--- src/rtl/wb_bram_pkg.sv ---
// Shared definitions for the Wishbone block-RAM slave: controller state
// encoding, default RAM read latency and the byte-lane merge helper.
package wb_bram_pkg;

    localparam int READ_LATENCY_DEF = 2;

    localparam logic [1:0] ST_IDLE    = 2'd0;
    localparam logic [1:0] ST_RD_WAIT = 2'd1;
    localparam logic [1:0] ST_WRITE   = 2'd2;
    localparam logic [1:0] ST_ACK     = 2'd3;

    // Lanes with sel set take the new byte, all others keep the stored byte.
    function automatic logic [31:0] byte_merge(
        input logic [31:0] old_word,
        input logic [31:0] new_word,
        input logic [3:0]  sel
    );
        logic [31:0] merged;
        merged = old_word;
        for (int i = 0; i < 4; i++) begin
            if (sel[i]) begin
                merged[8*i +: 8] = new_word[8*i +: 8];
            end
        end
        return merged;
    endfunction

endpackage

--- src/rtl/wb_bram_ctrl.sv ---
// Wishbone classic single-beat slave in front of a block RAM with a fixed
// read latency; partial byte-select writes become read-modify-write.
module wb_bram_ctrl
    import wb_bram_pkg::*;
#(
    parameter int ADDR_WIDTH   = 13,
    parameter int DEPTH        = 1024,
    parameter int READ_LATENCY = READ_LATENCY_DEF
) (
    input  logic                  clk,
    input  logic                  rst,
    input  logic                  wbs_cyc_i,
    input  logic                  wbs_stb_i,
    input  logic                  wbs_we_i,
    input  logic [3:0]            wbs_sel_i,
    input  logic [31:0]           wbs_adr_i,
    input  logic [31:0]           wbs_dat_i,
    output logic [31:0]           wbs_dat_o,
    output logic                  wbs_ack_o,
    output logic                  mem_en,
    output logic                  mem_we,
    output logic [ADDR_WIDTH-1:0] mem_write_address,
    output logic [ADDR_WIDTH-1:0] mem_read_address,
    output logic [31:0]           mem_data_in,
    input  logic [31:0]           mem_data_out,
    output logic [1:0]            dbg_state
);

    // Handshake: a request is taken in IDLE when cyc & stb are high; ack is
    // then held until the master drops stb (or cyc), and dropping cyc before
    // ack abandons the transfer without an ack.

    localparam int CW = $clog2(READ_LATENCY + 2);

    logic [1:0]            state;
    logic [1:0]            state_nxt;
    logic [CW-1:0]         cnt;
    logic [ADDR_WIDTH-1:0] addr_q;
    logic [31:0]           wdat_q;
    logic [3:0]            sel_q;
    logic                  we_q;
    logic [31:0]           dat_o_q;
    logic [31:0]           mem_din_q;
    logic                  accept;
    logic                  in_range;
    logic                  rd_done;
    logic                  adr_high_unused;

    assign adr_high_unused = ^wbs_adr_i[31:ADDR_WIDTH];

    assign accept   = (state == ST_IDLE) && wbs_cyc_i && wbs_stb_i && !wbs_ack_o;
    assign in_range = wbs_adr_i[ADDR_WIDTH-1:0] < ADDR_WIDTH'(DEPTH);
    // One edge beyond the RAM latency so the registered output has settled.
    assign rd_done  = (cnt == CW'(READ_LATENCY));

    always_ff @(posedge clk) begin
        if (rst) begin
            state <= ST_IDLE;
        end else begin
            state <= state_nxt;
        end
    end

    always_comb begin
        state_nxt = state;
        case (state)
            ST_IDLE: begin
                if (accept) begin
                    if (!in_range) begin
                        state_nxt = ST_ACK;
                    end else if (wbs_we_i && wbs_sel_i == 4'hF) begin
                        state_nxt = ST_WRITE;
                    end else if (wbs_we_i && wbs_sel_i == 4'h0) begin
                        state_nxt = ST_ACK;
                    end else begin
                        state_nxt = ST_RD_WAIT;
                    end
                end
            end
            ST_RD_WAIT: begin
                if (!wbs_cyc_i) begin
                    state_nxt = ST_IDLE;
                end else if (rd_done) begin
                    state_nxt = we_q ? ST_WRITE : ST_ACK;
                end
            end
            ST_WRITE: begin
                state_nxt = wbs_cyc_i ? ST_ACK : ST_IDLE;
            end
            ST_ACK: begin
                if (!wbs_stb_i || !wbs_cyc_i) begin
                    state_nxt = ST_IDLE;
                end
            end
            default: state_nxt = ST_IDLE;
        endcase
    end

    always_comb begin
        wbs_ack_o = 1'b0;
        mem_en    = 1'b0;
        mem_we    = 1'b0;
        case (state)
            ST_RD_WAIT: mem_en = 1'b1;
            ST_WRITE: begin
                mem_en = 1'b1;
                mem_we = 1'b1;
            end
            ST_ACK:   wbs_ack_o = 1'b1;
            default: ;
        endcase
    end

    always_ff @(posedge clk) begin
        if (rst) begin
            addr_q    <= '0;
            wdat_q    <= '0;
            sel_q     <= '0;
            we_q      <= 1'b0;
            cnt       <= '0;
            dat_o_q   <= '0;
            mem_din_q <= '0;
        end else begin
            case (state)
                ST_IDLE: begin
                    if (accept) begin
                        addr_q    <= wbs_adr_i[ADDR_WIDTH-1:0];
                        wdat_q    <= wbs_dat_i;
                        sel_q     <= wbs_sel_i;
                        we_q      <= wbs_we_i;
                        cnt       <= '0;
                        dat_o_q   <= '0;
                        mem_din_q <= wbs_dat_i;
                    end
                end
                ST_RD_WAIT: begin
                    cnt <= cnt + CW'(1);
                    if (rd_done) begin
                        if (we_q) begin
                            mem_din_q <= byte_merge(mem_data_out, wdat_q, sel_q);
                        end else begin
                            dat_o_q <= mem_data_out;
                        end
                    end
                end
                default: ;
            endcase
        end
    end

    assign wbs_dat_o         = dat_o_q;
    assign mem_data_in       = mem_din_q;
    assign mem_write_address = addr_q;
    assign mem_read_address  = addr_q;
    assign dbg_state         = state;

endmodule

--- config.mk ---
export PLATFORM = sky130hd
export DESIGN_NAME = wb_bram_ctrl
export DESIGN_NICKNAME = d
export VERILOG_FILES = /design/src/rtl/wb_bram_pkg.sv /design/src/rtl/wb_bram_ctrl.sv
export SDC_FILE = /design/constraint.sdc
export NUM_CORES = 1
export LEC_CHECK = 0
export ABC_AREA = 0
export CAP_MARGIN = 10
export CORE_MARGIN = 2
export CORE_UTILIZATION = 39
export DETAILED_ROUTE_END_ITERATION = 12
export GPL_ROUTABILITY_DRIVEN = 0
export GPL_TIMING_DRIVEN = 0
export PLACE_DENSITY = 0.8
export SLEW_MARGIN = 20
export SYNTH_ARGS = -nofsm -noshare
export SYNTH_HDL_FRONTEND = slang
export SYNTH_SLANG_ARGS = --single-unit
--- constraint.sdc ---
create_clock -name clk -period 1.55 [get_ports clk]
set_input_delay 0.155 -clock clk [delete_from_list [all_inputs] [get_ports clk]]
set_output_delay 0.155 -clock clk [all_outputs]
set_load 0.03 [all_outputs]
======== Yosys cells after proc, flatten, opt, wreduce, memory -nomap -nowiden ========
Cells that the tools add are included.
word-level totals
  register bits after elaboration ......... 118
  bits in latches ......................... 0
  bits in writable memories ............... 0
  ROM bits ................................ 0
  bits of input ports ..................... 105
  output and inout bits ................... 95
  logic and storage cells ................. 66
  memories ................................ 0
operators by class
  add/sub/neg operators ................... 1
  multipliers ............................. 0
  divide/modulo/power cells ............... 0
  $lt $le $gt $ge ......................... 1
  eq/ne operators ......................... 11
  shift operators ......................... 0
  multiplexer cells ....................... 27
  bitwise logic cells ..................... 0
  reductions and logical operators ........ 18
operator list
  cell                    number
  $mux W32                6
  $pmux W32 S2            2
  $mux W8                 4
  $mux W2                 9
  $lt A13 B11 Y1 const B  1
  $ne A2 B2 Y1 const B    5
  $pmux W2 S4             1
  $reduce_and A4 Y1       2
  $eq A2 B2 Y1 const B    3
  $logic_and A1 B1 Y1     5
  $eq A4 B4 Y1 const B    1
  $logic_not A4 Y1        1
  $mux W1                 4
  $pmux W2 S2             1
  $reduce_and A2 Y1       2
  $logic_not A1 Y1        3
  $ne A3 B3 Y1 const B    1
  $reduce_and A3 Y1       1
  $add A2 B1 Y2 const B   1
  $eq A2 B1 Y1 const B    1
  $logic_not A2 Y1        1
  $reduce_bool A2 Y1      1
  $reduce_or A2 Y1        1
  $logic_or A1 B1 Y1      1

======== Longest topological paths before layout ========
  depth in word-level cells ............... 7
  gate-level depth with buffers ........... 8
  depth with buffers taken out ............ 6

======== Least setup slack after synthesis ========
No wires, ideal clock.
  kind .................................... reg2reg
  start ................................... register state[1] (netlist: dbg_state[1])
  end ..................................... register dat_o_q[0] (netlist: wbs_dat_o[0])
  arrival ................................. 1.954 ns
  path slack .............................. -0.464 ns
  cell stages (with the launch flop) ...... 8
  buffers on the path ..................... 2
  clock period less this slack ............ 2.014 ns
  path through ............................ dfxtp_1 -> ha_1 -> and4b_1 -> buf_6 -> a2bb2oi_2 -> nor2_2 -> buf_6 -> a22o_1
between the ends
  word-level cells in the longest chain between the ends .. 6
  elaborated cells on any way between the ends .. 14
  those cells by class .................... eq/ne (5); mux (2); reduce/logical (7)
ends and longest elaborated chain
  what                                RTL line             source
  start, declared                     wb_bram_ctrl.sv:35   logic [1:0] state;
  start signal, assigned              wb_bram_ctrl.sv:60   state <= state_nxt;
  $eq A2 B2 Y1                        wb_bram_ctrl.sv:103  case (state)
  $mux W1                             wb_bram_ctrl.sv:103
  named net wbs_ack_o                 wb_bram_ctrl.sv:19   output logic wbs_ack_o,
  $logic_not A1 Y1                    wb_bram_ctrl.sv:51   assign accept = (state == ST_IDLE) && wbs_cyc_i && wbs_stb_i && !wbs_ack_o;
  $logic_and A1 B1 Y1                 wb_bram_ctrl.sv:51
  $ne A2 B2 Y1 (no source line)       n/a
  $reduce_and A4 Y1 (no source line)  n/a
  end signal, assigned                wb_bram_ctrl.sv:142  dat_o_q <= mem_data_out;
  end, declared                       wb_bram_ctrl.sv:42   logic [31:0] dat_o_q;
The timed path passes the listed nets, and every way through them passes these cells.
A chain may end at the register's enable or synchronous reset.

======== Worst setup path after layout ========
  start ................................... register state[0] (netlist: dbg_state[0])
  end ..................................... register mem_din_q[8] (netlist: mem_data_in[8])
between the ends
  word-level cells in the longest chain between the ends .. 6
  elaborated cells on any way between the ends .. 14
  those cells by class .................... eq/ne (5); mux (2); reduce/logical (7)
ends and longest elaborated chain
  what                                                            RTL line                                                      source
  $eq A2 B2 Y1 / $logic_not A2 Y1 (equally long branches)         wb_bram_ctrl.sv:103, wb_bram_ctrl.sv:51, wb_bram_ctrl.sv:124
  $mux W1 / $logic_and A1 B1 Y1 (equally long branches)           wb_bram_ctrl.sv:103, wb_bram_ctrl.sv:51
  $logic_not A1 Y1 / $logic_and A1 B1 Y1 (equally long branches)  wb_bram_ctrl.sv:51
  $logic_and A1 B1 Y1                                             wb_bram_ctrl.sv:51
  $ne A2 B2 Y1 (no source line)                                   n/a
  $reduce_and A4 Y1 (no source line)                              n/a
  end signal, assigned                                            wb_bram_ctrl.sv:133                                           mem_din_q <= wbs_dat_i;
  end signal, assigned                                            wb_bram_ctrl.sv:140                                           mem_din_q <= byte_merge(mem_data_out, wdat_q, sel_q);
  end, declared                                                   wb_bram_ctrl.sv:43                                            logic [31:0] mem_din_q;
Several ways; a longest one is shown, not always the timed one.

==> impl_metrics.yaml <==
logic_synthesis:
  syn-cell-area_um2: 5051
  yosys-top-cells-count: "170 x sky130_fd_sc_hd__nand2_1, 118 x sky130_fd_sc_hd__dfxtp_1, 73 x sky130_fd_sc_hd__a21oi_1"
  postSynthCellCount: 567
  synth-adder-area-share_pct: 1.486
  post_synth_xor_area_fraction_pct: 0
  yosysMostFrequentCell: "sky130_fd_sc_hd__nand2_1"
  yosys-top-cells-area: "sky130_fd_sc_hd__dfxtp_1 47%, sky130_fd_sc_hd__nand2_1 13%, sky130_fd_sc_hd__a21oi_1 7.2%"
  share_of_synthesized_area_spent_on_multiplexers_pct: 6.341
  synth_top_family_by_area: "compound AO/OA/AOI/OAI gates"
  netlist.area_leader.share_pct: 46.77
  post_synth.cell_area_avg_um2: 8.908
  synth_seq_cells: 118
  yosys_most_used_dff: "sky130_fd_sc_hd__dfxtp_1"
  synth-edff-count: 0
  yosys.area_share.simple_pct: 15.33
  synth_sequential_area_ratio_pct: 46.77
  synth_async_sr_flop_share_pct: 0
  synth_top_cell_by_area: "sky130_fd_sc_hd__dfxtp_1"
  ys_warn_count: 0
  compound_cell_area_share_of_the_yosys_netlist_pct: 22.59
  synthesis.nets: 678
  yosysUniqueCellTypes: 40
worst_setup_path:
  path_max_fanout: 10
  timing.critical_path.required_ns: 1.89
  slowest_stage: "sky130_fd_sc_hd__dfxtp_4"
  worst_ep_arrival_time_ns: 2.12
  timing.critical_path.cells: "inv_4, ha_4, and4b_1, buf_6, a2bb2oi_4, buf_4, buf_12, o211ai_2, a21oi_2"
  crit_type: "reg2reg"
  worst_path_largest_cell_delay_ns: 0.38
  start_kind: "flip-flop"
  end_kind: "flip-flop"
global_route:
  grt_pass1_vias: 5082
  globalRouteOverflowTotal: 0
  grt_first_pass_wirelength_mm: 25.56
  grt_start_max_net_pins: 17
  initial_antenna_violation_count: 0
  global_route.usage.total_pct: 23.32
timing:
  fin_setup_tns_ns: -10.71
  setup_skew_ns: 0.005171
  setup_viol_count_final: 67
  tightestPinTransition_ns: 0.6958
  fmax_mhz: 562.0
  drv_slew: 0
  fin_hold_ws_ns: 0.2891
  slew_headroom_pct: 53.61
  rsz0062_at_grt: "yes"
  final.setup.worst_slack_ns: -0.2293
  report.final.hold_viol_count: 0
  period_share_pct: 114.8
  final.min_clock_period_ns: 1.779
clock_network:
  htreeDepth: 4
  clock_latency_ns: 0.42
  clkSlewWorstSetupHoldPaths_ns: 0.05
  cts.root.buffer_cell: "sky130_fd_sc_hd__clkbuf_16"
  number_of_buffers_added_by_the_clock_tree_synthesis_step: 17
  cts.sink_count: 118
  clockBufferDepth: 2
  tritoncts: "yes"
drt:
  drt-total-wl_mm: 16.67
  detail_route.vias_per_cell: 5.212
  drt-initial-drc-count: 367
  route.vias.total: 5050
  detail_route.first_pass.iterations: 5
  route.detailed.drc: 0
  avgRoutedWirePerCell_um: 17.20
  final_antenna_net_count: 0
layout:
  drive_above_1_share_pct: 18.57
  design_area_um2: 7996
  nNetsFinal: 895
  util_after_layout_pct: 63.37
  layout.filler_cells: 1096
  insertedDiodeCount: 0
  area_growth_pct: 58.31
  finalNonFillerCells: 969
floorplanning:
  dieArea_um2: 13880
  die_width_um: 117.8
  floorplan.core_area_um2: 12620
  dieHeight_um: 117.8
  pin_count: 200
  core.rowCount: 41
  initial_utilization_pct: 40.03
placement:
  io_buffer_count: 179
  placedCellCount: 918
  place_ws_ns: -0.3865
  detailedPlacementHpwl_mm: 11.71
  dpl_cell_area_um2: 7137
outcome:
  violations: "negative setup slack"
  status: "finished with violations"
power:
  leakagePower_nw: 3.339
  irDropWorstVdd_mv: 0.7124
  total_power_mw: 12.79
  power.density_cell_area_nw_per_um2: 1600
hold_path:
  hold_class: "in2reg"
job:
  timing.max_cap.violations: 0
==> placed cells by master (no fill, tap or decap), types with 3 or more instances in the layout <==
cell type	netlist	routed
sky130_fd_sc_hd__nand2_1	170	167
sky130_fd_sc_hd__dfxtp_1	118	116
sky130_fd_sc_hd__dlygate4sd2_1	0	93
sky130_fd_sc_hd__clkdlybuf4s50_1	0	84
sky130_fd_sc_hd__a21oi_1	73	69
sky130_fd_sc_hd__a22o_1	32	32
sky130_fd_sc_hd__mux2i_1	32	32
sky130_fd_sc_hd__buf_4	14	31
sky130_fd_sc_hd__o211ai_1	22	22
sky130_fd_sc_hd__clkbuf_16	0	18
sky130_fd_sc_hd__a21oi_2	10	14
sky130_fd_sc_hd__clkbuf_1	21	13
sky130_fd_sc_hd__o211ai_2	10	10
sky130_fd_sc_hd__buf_6	10	9
sky130_fd_sc_hd__buf_8	0	9
sky130_fd_sc_hd__buf_2	8	8
sky130_fd_sc_hd__clkbuf_8	0	5
sky130_fd_sc_hd__inv_4	0	4
sky130_fd_sc_hd__inv_1	6	4
sky130_fd_sc_hd__buf_12	0	4
sky130_fd_sc_hd__nor2_1	4	4
sky130_fd_sc_hd__clkbuf_4	0	4
sky130_fd_sc_hd__clkinv_2	0	4
sky130_fd_sc_hd__nand2_2	0	3
sky130_fd_sc_hd__ha_4	0	3
==> final timing paths <==
check	slack [ns]	startpoint	end	depth (start not counted)
max	-0.23	dbg_state[0]$_SDFFE_PP0P_	mem_data_in[8]$_SDFFE_PP0P_	9
max reg2reg	-0.23	dbg_state[0]$_SDFFE_PP0P_	mem_data_in[8]$_SDFFE_PP0P_	9
min	0.29	wbs_adr_i[0]	mem_read_address[0]$_SDFFE_PP0P_	3
min reg2reg	0.45	mem_data_in[23]$_SDFFE_PP0P_	mem_data_in[23]$_SDFFE_PP0P_	2
==> worst max-delay path, delay by kind of cell, from the launching register on <==
kind	cells	cell delay (ns)
flops	1	0.38
fa+ha+maj	1	0.15
compound gates	3	0.40
simple gates	1	0.23
buf+inv	4	0.54
==> layout make-up <==
type	instances	area, µm²	area share [%]
clock inverters	8	92.59	1.158
repair buffers	200	1892	23.66
flip-flops and latches	118	2370	29.64
plain buffers	56	459.2	5.742
inverters	6	27.53	0.3442
well taps	172	215.2	2.691
clock buffers	24	501.7	6.274
multi-input cells	385	2439	30.50
==> report_power, final <==
part           switching (mW)  internal (mW)  leakage, nW
Clock                    1.37           2.57        0.301
Combinational            2.98           2.14         2.08
Sequential              0.269           3.47        0.959
==> flip-flops by register name (all words and copies together) (netlist names) <==
signal and cells:
mem_data_in 32, dbg_state 2, cnt 2, wbs_dat_o 32, sel_q 4, mem_read_address 13, wdat_q 32, we_q 1
==> repair_timing <==
item	CTS	global route
hold endpoints to repair	0	0
hold buffers	0	0
gates cloned	3	1
setup endpoints to repair	213	119
pin swaps	5	9
gates resized for setup	139	50
buffers inserted	9	9
==> logic make-up (layout without fill, tap and decap cells) <==
group	Yosys count	after routing
AO/OA/AOI/OAI	158	158
buffers and inverters	64	294
multiplexers	32	32
flip-flops	118	118
adder cells (fa/ha/maj)	6	6
AND/OR/NAND/NOR	189	189
==> metal layers <==
| layer | vias up | GRT usage [%] | share of wire, % |
|---|---|---|---|
| met1 | 2402 | 25.78 | 40 |
| li1 | 2394 | - | - |
| met2 | 217 | 41.46 | 51 |
| met3 | 37 | 7.122 | 7.6 |
| met5 | - | 0 | 0 |
| met4 | 0 | 9.563 | 2.2 |
No activity file was read; power rests on OpenSTA's default activity.
